--- src/rtl/fifo_2d.sv ---
`default_nettype none
// ============================================================================
// Module      : fifo_2d
// Description : Two-entry elastic buffer with valid/ready handshakes on both
//               sides. A full buffer still accepts a beat in a cycle where
//               its head is being drained, so a continuously fed and drained
//               buffer sustains one beat per cycle. Push and pop in the same
//               cycle keep the beats in order.
// Ports       : clk, rst         - clock, synchronous active-high reset
//               i_data/i_valid   - upstream beat
//               o_ready          - buffer can take a beat this cycle
//               o_data/o_valid   - head of buffer (combinational, no latency)
//               i_ready          - downstream pops the head this cycle
// Revision    : 1.0 - initial release
// ============================================================================
module fifo_2d #(
  parameter int WIDTH = 8
) (
  input  logic             clk,
  input  logic             rst,
  input  logic [WIDTH-1:0] i_data,
  input  logic             i_valid,
  output logic             o_ready,
  output logic [WIDTH-1:0] o_data,
  output logic             o_valid,
  input  logic             i_ready
);

  logic [WIDTH-1:0] r_mem [2];
  logic             r_rd_ptr;
  logic             r_wr_ptr;
  logic [1:0]       r_count;

  logic             w_push;
  logic             w_pop;

  assign o_valid = (r_count != 2'd0);
  assign o_data  = r_mem[r_rd_ptr];

  // A full buffer is always non-empty, so a pop request frees a slot for
  // the incoming beat in the same cycle.
  assign o_ready = (r_count != 2'd2) || i_ready;

  assign w_push  = i_valid && o_ready;
  assign w_pop   = o_valid && i_ready;

  always_ff @(posedge clk) begin
    if (rst) begin
      r_rd_ptr <= 1'b0;
      r_wr_ptr <= 1'b0;
      r_count  <= 2'd0;
    end else begin
      if (w_push) begin
        r_wr_ptr <= ~r_wr_ptr;
      end
      if (w_pop) begin
        r_rd_ptr <= ~r_rd_ptr;
      end
      case ({w_push, w_pop})
        2'b10:   r_count <= r_count + 2'd1;
        2'b01:   r_count <= r_count - 2'd1;
        default: r_count <= r_count;
      endcase
    end
  end

  // Storage carries no reset; occupancy alone decides what is valid.
  always_ff @(posedge clk) begin
    if (w_push) begin
      r_mem[r_wr_ptr] <= i_data;
    end
  end

endmodule
`default_nettype wire

--- src/rtl/arb_mux_2d.sv ---
`default_nettype none
// ============================================================================
// Module      : arb_mux_2d
// Description : N-way burst-aware round-robin multiplexer. Every requester
//               feeds a two-entry buffer; the buffer heads are arbitrated
//               round-robin and a burst (beats up to and including last=1)
//               holds the grant until it completes. A beat offered while
//               unlocked keeps its grant until it is accepted downstream.
// Ports       : clk, rst   - clock, synchronous active-high reset
//               in_data    - N*WIDTH payload, requester i at [i*WIDTH +: WIDTH]
//               in_last    - per-requester end-of-burst flag
//               in_valid   - per-requester valid
//               in_ready   - per-requester ready (from its buffer)
//               out_data   - payload of the selected beat
//               out_last   - end-of-burst flag of the selected beat
//               out_id     - index of the currently granted requester
//               out_valid  - selected beat valid
//               out_ready  - downstream ready
//               locked     - burst in progress, grant held
// Revision    : 1.0 - initial release
// ============================================================================
module arb_mux_2d #(
  parameter int WIDTH = 64,
  parameter int N     = 4
) (
  input  logic               clk,
  input  logic               rst,
  input  logic [N*WIDTH-1:0] in_data,
  input  logic [N-1:0]       in_last,
  input  logic [N-1:0]       in_valid,
  output logic [N-1:0]       in_ready,
  output logic [WIDTH-1:0]   out_data,
  output logic               out_last,
  output logic [((N > 1) ? $clog2(N) : 1)-1:0] out_id,
  output logic               out_valid,
  input  logic               out_ready,
  output logic               locked
);

  localparam int IDW = (N > 1) ? $clog2(N) : 1;

  // Buffer heads carry {last, data}.
  logic [WIDTH:0]   w_head [N];
  logic [N-1:0]     w_nonempty;
  logic [N-1:0]     w_pop;

  // Arbitration state.
  logic [IDW-1:0]   r_rr_ptr;
  logic             r_locked;
  logic [IDW-1:0]   r_lock_id;
  logic             r_pend_valid;
  logic [IDW-1:0]   r_pend_id;

  logic             w_rr_found;
  logic [IDW-1:0]   w_rr_idx;
  logic [IDW-1:0]   w_grant;
  logic [IDW-1:0]   w_next_ptr;
  logic             w_out_valid;
  logic             w_xfer;

  // --------------------------------------------------------------------------
  // Per-requester buffers
  // --------------------------------------------------------------------------
  generate
    for (genvar i = 0; i < N; i++) begin : g_req
      fifo_2d #(
        .WIDTH (WIDTH + 1)
      ) u_fifo (
        .clk     (clk),
        .rst     (rst),
        .i_data  ({in_last[i], in_data[i*WIDTH +: WIDTH]}),
        .i_valid (in_valid[i]),
        .o_ready (in_ready[i]),
        .o_data  (w_head[i]),
        .o_valid (w_nonempty[i]),
        .i_ready (w_pop[i])
      );

      // Only the granted buffer is drained, and only on a real transfer.
      assign w_pop[i] = w_xfer && (w_grant == IDW'(i));
    end
  endgenerate

  // --------------------------------------------------------------------------
  // Round-robin search: first non-empty buffer starting at r_rr_ptr,
  // wrapping from N-1 back to 0.
  // --------------------------------------------------------------------------
  always_comb begin
    int j;
    w_rr_found = 1'b0;
    w_rr_idx   = r_rr_ptr;
    j          = 0;
    for (int k = 0; k < N; k++) begin
      j = int'(r_rr_ptr) + k;
      if (j >= N) begin
        j = j - N;
      end
      if (!w_rr_found && w_nonempty[IDW'(j)]) begin
        w_rr_found = 1'b1;
        w_rr_idx   = IDW'(j);
      end
    end
  end

  // --------------------------------------------------------------------------
  // Grant selection. A held burst wins outright; otherwise a beat already
  // offered keeps its grant so the payload cannot change under backpressure.
  // With nothing to offer the grant rests on r_rr_ptr.
  // --------------------------------------------------------------------------
  always_comb begin
    w_grant = r_rr_ptr;
    if (r_locked) begin
      w_grant = r_lock_id;
    end else if (r_pend_valid) begin
      w_grant = r_pend_id;
    end else if (w_rr_found) begin
      w_grant = w_rr_idx;
    end
  end

  assign w_out_valid = w_nonempty[w_grant];
  assign w_xfer      = w_out_valid && out_ready;

  // Explicit wrap so non-power-of-two N never produces an index of N.
  assign w_next_ptr  = (w_grant == IDW'(N - 1)) ? '0 : (w_grant + IDW'(1));

  assign out_valid   = w_out_valid;
  assign out_data    = w_head[w_grant][WIDTH-1:0];
  assign out_last    = w_head[w_grant][WIDTH];
  assign out_id      = w_grant;
  assign locked      = r_locked;

  // --------------------------------------------------------------------------
  // Arbitration state update
  // --------------------------------------------------------------------------
  always_ff @(posedge clk) begin
    if (rst) begin
      r_rr_ptr     <= '0;
      r_locked     <= 1'b0;
      r_lock_id    <= '0;
      r_pend_valid <= 1'b0;
      r_pend_id    <= '0;
    end else if (w_xfer) begin
      r_pend_valid <= 1'b0;
      if (out_last) begin
        r_locked <= 1'b0;
        r_rr_ptr <= w_next_ptr;
      end else begin
        r_locked  <= 1'b1;
        r_lock_id <= w_grant;
      end
    end else if (!r_locked && w_out_valid) begin
      // Stalled offer while unlocked: pin the grant until it is taken.
      r_pend_valid <= 1'b1;
      r_pend_id    <= w_grant;
    end
  end

endmodule
`default_nettype wire
--- config.mk ---
export PLATFORM = sky130hd
export DESIGN_NAME = arb_mux_2d
export DESIGN_NICKNAME = d
export VERILOG_FILES = /design/src/rtl/fifo_2d.sv /design/src/rtl/arb_mux_2d.sv
export SDC_FILE = /design/constraint.sdc
export NUM_CORES = 1
export LEC_CHECK = 0
export ABC_AREA = 1
export CORE_MARGIN = 8
export CORE_UTILIZATION = 42
export DETAILED_ROUTE_END_ITERATION = 16
export DONT_BUFFER_PORTS = 1
export PLACE_DENSITY = 0.64
export SETUP_SLACK_MARGIN = 0.4
export SLEW_MARGIN = 20
export SYNTH_ARGS = -nofsm -noshare
export SYNTH_HDL_FRONTEND = slang
export SYNTH_SLANG_ARGS = --single-unit
--- constraint.sdc ---
create_clock -name clk -period 12.85 [get_ports clk]
set_clock_uncertainty 0.05 [all_clocks]
set_input_delay 3.2125 -clock clk [delete_from_list [all_inputs] [get_ports clk]]
set_output_delay 3.2125 -clock clk [all_outputs]
set_load 0.02 [all_outputs]
* Word level (Yosys, flattened, before mapping)
Memory sizes are Yosys's and may differ from the RTL's. A register that Yosys moved wholly into a read port is not among the register bits.
Index checks and enable logic that the tools add are counted.
** Storage, ports and cells
- Register bits :: 24
- RAM bits :: 520
- Memories :: 4
** Operators by class
- Add/sub/neg operators :: 16
- Order comparisons :: 10
- Equality and inequality tests :: 15
- Muxes and demuxes :: 54
- Bitwise logic cells :: 11
- Reduce and logical (&&, ||, !) cells :: 38
** Memory list
- g_req[0].u_fifo.r_mem :: depth 2, width 65, read ports 1, clocked after memory_dff 1, write ports 1, line fifo_2d.sv:29 : logic [WIDTH-1:0] r_mem [2];
- g_req[1].u_fifo.r_mem :: depth 2, width 65, read ports 1, clocked after memory_dff 1, write ports 1, line fifo_2d.sv:29
- g_req[2].u_fifo.r_mem :: depth 2, width 65, read ports 1, clocked after memory_dff 1, write ports 1, line fifo_2d.sv:29
- g_req[3].u_fifo.r_mem :: depth 2, width 65, read ports 1, clocked after memory_dff 1, write ports 1, line fifo_2d.sv:29
** Operators with widths (count)
- binary-select mux 65 bit (select 2 bit) :: 1
- 2-to-1 mux 65 bit :: 2
- 2-to-1 mux 1 bit :: 30
- 2-to-1 mux 2 bit :: 12
- logical AND 1 bit :: 17
- less-than comparator 2 x 4 -> 1 bit, second input constant :: 4
- case mux 2 bit (2 select lines) :: 4
- nonzero test 2 bit :: 8
- subtractor 2 x 1 -> 2 bit, second input constant :: 8
- == test 2 bit, second input constant :: 6
- greater-or-equal comparator 3 bit, second input constant :: 4
- adder 2 x 1 -> 2 bit, second input constant :: 5
- binary-select mux 1 bit (select 2 bit) :: 5
- == test 2 x 1 -> 1 bit, second input constant :: 5
- NOT 1 bit :: 10
- != test 2 bit, second input constant :: 4
- adder 2 x 2 -> 3 bit, second input constant :: 2
- AND reduction 2 bit :: 3
- zero test 1 bit :: 4
- logical OR 1 bit :: 4
- adder 2 x 1 -> 3 bit, second input constant :: 1
- greater-or-equal comparator 2 x 3 -> 1 bit, second input constant :: 1
- less-than comparator 2 x 3 -> 1 bit, second input constant :: 1
- NOT 2 -> 3 bit :: 1
- 2 further kinds :: 2

* Longest topological paths before layout
- Word-level depth :: 26
- Gate-level depth with buffers :: 25
- Gate-level depth less buffers :: 22

* Cells and area by module
A second synthesis with hierarchy kept.
** Unflattened totals
- Cells, all modules :: 1490
- Area total of the unflattened synthesis :: 23371.2 µm²
** Modules (own cells, without submodules)
- fifo_2d :: instances 4, cells an instance 241, area each 5142.4 µm²
- arb_mux_2d :: instances 1, cells an instance 526, area each 2801.4 µm²

* Worst setup path before layout
Ideal clock, no wire load.
- Path kind :: in2out
- Start :: input out_ready
- End :: output in_ready[2]
- Arrival time :: 3567 ps
- Data required time :: 9587 ps
- Setup slack :: 6021 ps
- Stages :: 3
- Path buffers :: 1
- Path through :: nand4_1 nand2_1 buf_4
** Between the ends
- Cells in the longest elaborated chain, start to end :: 3
** RTL lines
- start, declared :: line arb_mux_2d.sv:36 : input logic out_ready,
- logical AND 1 bit :: line arb_mux_2d.sv:122 : assign w_xfer = w_out_valid && out_ready;
- logical AND 1 bit :: line arb_mux_2d.sv:80 : assign w_pop[i] = w_xfer && (w_grant == IDW'(i));
- logical OR 1 bit :: line fifo_2d.sv:42 : assign o_ready = (r_count != 2'd2) || i_ready;
- end, declared :: line arb_mux_2d.sv:31 : output logic [N-1:0] in_ready,
Every way passes these cells.

* Final worst setup path
- Start :: register r_rr_ptr[0]
- End :: output out_data[62]
** Between the ends
- Cells in the longest elaborated chain, start to end :: 22
** RTL lines
- start, declared :: line arb_mux_2d.sv:48 : logic [IDW-1:0] r_rr_ptr;
- start signal, assigned :: line arb_mux_2d.sv:147 : r_rr_ptr <= w_next_ptr;
- parallel branches: the longest is 15 deep, another holds adder 2 x 1 -> 3 bit
- 2-to-1 mux 2 bit (*) :: line arb_mux_2d.sv:116 : end else if (w_rr_found) begin
- 2-to-1 mux 2 bit (*) :: line arb_mux_2d.sv:114 : end else if (r_pend_valid) begin
- 2-to-1 mux 2 bit (*) :: line arb_mux_2d.sv:112 : if (r_locked) begin
- NOT 2 -> 3 bit (implied by the code) (*) :: line arb_mux_2d.sv:128 : assign out_data = w_head[w_grant][WIDTH-1:0];
- binary-select mux 65 bit (select 2 bit) (*) :: line arb_mux_2d.sv:128
- 2-to-1 mux 65 bit (*) (2 in series)
- end, declared :: line arb_mux_2d.sv:32 : output logic [WIDTH-1:0] out_data,
Mark *: on every way between the ends. The select of a mux whose other input is x is not followed.

==> out/metrics.cfg <==
[sta]
period_share_pct = 59.5
finalSetupTns_ns = 0
rsz0062_at_grt = false
finalHoldViolations = 0
setup_viol = 0
slew_violations = 0
clock.fmax_ghz = 0.131
relSlewSlack_pct = 23.4
period_needed_ns = 7.64
worst_slew_pin_slew_ns = 1.15
whs_ns = 0.396

[worst_setup_path]
crit_path_top_delay_cell = buf_4
worst_ep_arrival_time_ns = 4.38
end_kind = output port
path_buf_inv = 3
crit_type = flop to output port
cp.required_ns = 9.59
start_kind = flop
slowest_delay_ns = 0.64
crit_top_cell = nand2_1
crit_chain = inv_2, o21ai_2, nand2_1, nand2_1, nand2_1, nand2_1, nand2_1, nand3_1, nand2_2, nand2_4, nor2_4, inv_2, buf_4, o221ai_1
cp_top_family = buffers and inverters
crit_fanout = 67

[pwr]
switching_share_pct = 40.3
ir_drop_mv = 0.198
clockPowerShare_pct = 26.0
comb_power_share_pct = 36.6
intPower_uw = 3760
switchingPower_uw = 2540
seq_power_share_pct = 37.4
total_leakage_power_uw = 0.00758
power.density_nw_per_um2 = 262

[global_routing]
grt_util_all_layers_pct = 17.1
grt_use_met2_pct = 29.3
grt_pass1_vias = 11503
met3_usage_pct = 6.75
gr-usage-met1_pct = 20.0
grt_start_max_net_pins = 70
grt_overflow = 0
grt_pass1_wl_um = 75900
antenna_found_initial = 4
gr-max-usage-layer = met2

[job]
max_cap_violations = 0

[clock_network]
clk_latency_ns = 0.58
cts_setup_buffers = 0
cts_tree = done
clockBufferDepth = 3
clk_pin_slew_ns = 0.06
cts_resized = 0
clock-sinks = 548
htreeDepth = 2
clockRootBuffer = clkbuf_16
cts.hold.buffers_added = 0
numCtsBuffers = 56

[floorplanning]
die_h_um = 242
num_rows = 83
io_pins = 340
start_util_pct = 42.2
die_x_um = 242
dieArea_um2 = 58700
core_area_um2 = 51000

[synthesis]
synth-async-reset-ratio_pct = 0
seq_area_frac_synth_pct = 75.3
synth_area_um2 = 21500
synth_top_area_share_pct = 72.6
synth_top_cells_by_area = edfxtp_1 (73%), mux2i_1 (9.0%), mux2_2 (3.5%), dfxtp_1 (2.6%), o221ai_1 (2.6%)
synthFlopType = edfxtp_1
synth_seq_cells = 548
yosys.area.top_type = edfxtp_1
postSynthAreaPerCell_um2 = 16.7
synth.distinct_cells = 32
synth_edf_count = 520
yosysWarnings = 0
syn_nets = 1562
syn_inst = 1289

[final_layout]
nNetsFinal = 1565
syn_to_final_growth_pct = 12.0
final_cells = 2017
fill_cells = 4295
final_core_util_pct = 47.2
multi_input_area_um2 = 4950
seq_area_um2 = 16200
diodes = 0
drive_gt1_share_pct = 14.7

[placement]
numPortBuffers = 0
hpwl_um = 32500
gp_congestion = 0.815
place_inst = 1913

[drt]
ant_nets = 0
via_count = 11251
via_per_inst = 5.58
wl_um = 52200
wl_per_cell_um = 25.9
drc = 0
first_pass_iters = 5
drtIter0Drc = 785

[min_path]
hold_path_class = flop to flop

[outcome]
outcome = complete, no violations

[registers in the layout, indices dropped and copies added (netlist names), named ones only]
signal and cells:
r_pend_valid 1, r_lock_id 2, r_rr_ptr 2, g_req.u_fifo.r_wr_ptr 4
locked 1, r_pend_id 2, g_req.u_fifo.r_count 8, g_req.u_fifo.r_rd_ptr 4
g_req.u_fifo.r_mem 520
[routing by layer]
layer | vias up | part of all wire [%]
met2 | 387 | 50
met5 | - | 0.048
met3 | 79 | 9.4
li1 | 5067 | -
met1 | 5714 | 39
met4 | 4 | 2.0
[power by group through the flow]
stage          Combinational (µW)  Sequential, µW  Clock, µW
4_1_cts                      2330            2360       1680
3_3_place_gp                 2310            2380          0
5_1_grt                      2480            2380       1750
2_1_floorplan                1810            2330          0
6_report                     2300            2360       1640
3_5_place_dp                 2330            2400          0
[layout by cell type (no fill, tap or decap), types with 14 or more instances in the layout]
cell type	count
clkinv_2	14
nand2_1	71
edfxtp_1	520
o21ai_0	75
nor2_1	33
clkbuf_16	57
mux2_2	66
nand3_1	16
a21oi_1	89
mux2i_1	194
o221ai_1	64
dfxtp_1	24
[synth_stat cells (all sizes together), types with 3 or more instances]
library cell and number:
a21oi 90, buf 29, clkbuf 42, dfxtp 28, edfxtp 520, ha 6
inv 20, mux2 66, mux2i 194, nand2 77, nand3 20, nand4 4
nor2 41, o21ai 81, o221ai 64, xor2 3
[cells by family (layout without fill, tap and decap cells)]
logic type,Yosys count,after routing,synth area share (%)
xor gates and xnor gates,3,3,0.122
DFF,548,548,75.3
muxes,260,260,12.5
buffers and inverters,91,139,1.92
adders and majority gates,6,6,0.349
AOI/OAI and AO/OA,236,236,6.71
and+or+nand+nor,145,145,3.15
[layout make-up]
type                       count  area share (%)
clock buffer                  68            6.18
clock inverter                35            1.55
inverter                      20           0.333
multi-input combinational    650            20.6
sequential                   548            67.3
tap                          680            3.53
timing repair buffer          16           0.582
[through the flow]
step / area, µm² / worst slack [ns] / power (µW)
floorplan: 21500 / 6.02 / 4130
global placement: 22200 / 5.95 / 4690
detailed placement: 22200 / 5.84 / 4720
CTS: 24000 / 5.18 / 6370
global route: 24100 / 4.80 / 6610
finish: 24100 / 5.21 / 6300
[final timing paths]
path,from,endpoint,slack (ns),depth (start not counted)
worst max-delay path,r_rr_ptr[0],out_data[62],5.21,14
worst min register to register,g_req[0].u_fifo.r_rd_ptr,flop,0.40,1
worst max register to register,r_rr_ptr[0],g_req[0].u_fifo.r_mem[0][2],7.78,17
worst min-delay path,g_req[0].u_fifo.r_rd_ptr,flop,0.40,1
(Power assumes the default switching activity.)
==> RTL change (same settings) <==
The parameter `WIDTH` goes from 64 to 72.
--- a/src/rtl/arb_mux_2d.sv
+++ b/src/rtl/arb_mux_2d.sv
@@ -22,3 +22,3 @@
 module arb_mux_2d #(
-  parameter int WIDTH = 64,
+  parameter int WIDTH = 72,
   parameter int N     = 4
Interface: changed (resized in_data and out_data); port bits go from 340 to 380. The function was not compared with the original's and may differ.
==> RTL change against the original RTL <==
Final area is 12% higher. Sequential cell count is 64 higher. Synthesized area is 12% higher. Worst setup slack worse by 510 ps. Count of clock-buffer cells in the layout is 12 higher. Non-clock buffer count is 1 higher. Total power is 12% higher. Wire length is 12% higher. Clock power is 12% higher. First-iteration DRC count is 4.2% higher. Utilization is 0.47 points higher.
==> RTL change: results <==
INSERT INTO impl_metrics (metric_group, metric, value, unit) VALUES
('placement', 'detailedPlacementHpwl', '38600', 'um'),
('power_and_ir_drop', 'ir_worst_vdd', '0.169', 'mV'),
('placement', 'dpl_worst_slack', '5390', 'ps'),
('worst_setup_path', 'timing.reg2reg.worst_path_depth', '18', ''),
('worst_setup_path', 'r2r_setup_slack', '6570', 'ps'),
('worst_setup_path', 'timing.critical_path.max_delay_family', 'simple AND/OR/NAND/NOR gates', ''),
('global_routing', 'grt_pass1_vias', '12600', ''),
('worst_setup_path', 'timing.critical_path.slowest_stage_cell', 'sky130_fd_sc_hd__o221ai_1', ''),
('power_and_ir_drop', 'pwr-share-seq', '37.3', '%'),
('placement', 'dpl_cell_area', '24800', 'um^2'),
('power_and_ir_drop', 'power.static_leakage', '8.40', 'nW'),
('power_and_ir_drop', 'power_frac_clock', '26.1', '%'),
('worst_setup_path', 'arrival', '4890', 'ps'),
('status', 'run_status', 'finished clean', ''),
('global_routing', 'grt_start_max_net_pins', '81', ''),
('yosys', 'yosysUniqueCellTypes', '38', ''),
('clock_tree', 'cts-buffers-inserted', '67', ''),
('routing', 'drt_iter0_drc', '818', ''),
('power_and_ir_drop', 'total_internal_power', '0.00422', 'W'),
('yosys', 'postSynthCellCount', '1408', '');
-- RTL change: cell types whose count changed after synthesis, moves of 8 or more --
cell,delta
sky130_fd_sc_hd__mux2_2,+8
sky130_fd_sc_hd__mux2i_1,+24
sky130_fd_sc_hd__o221ai_1,+8
sky130_fd_sc_hd__edfxtp_1,+64
sky130_fd_sc_hd__nand2_1,-15
-- RTL change: final cells by class --
| class | instances | area (um^2) | share of cell area [%] |
|---|---|---|---|
| antenna | 6 | 15.0 | 0.0558 |
| clock buffer | 80 | 1780 | 6.61 |
| clock inverter | 35 | 333 | 1.24 |
| inverter | 20 | 93.8 | 0.349 |
| multi-input combinational | 698 | 5480 | 20.4 |
| sequential | 612 | 18100 | 67.4 |
| tap | 756 | 946 | 3.52 |
| timing repair buffer | 17 | 131 | 0.489 |
-- RTL change: routing by layer --
metal	global-route usage, %	vias to the layer above	wire, um
li1	-	5586	-
met1	20.3	6097	21900
met2	29.6	413	29200
met3	7.35	86	6000
met4	5.43	2	1180
met5	0	-	14
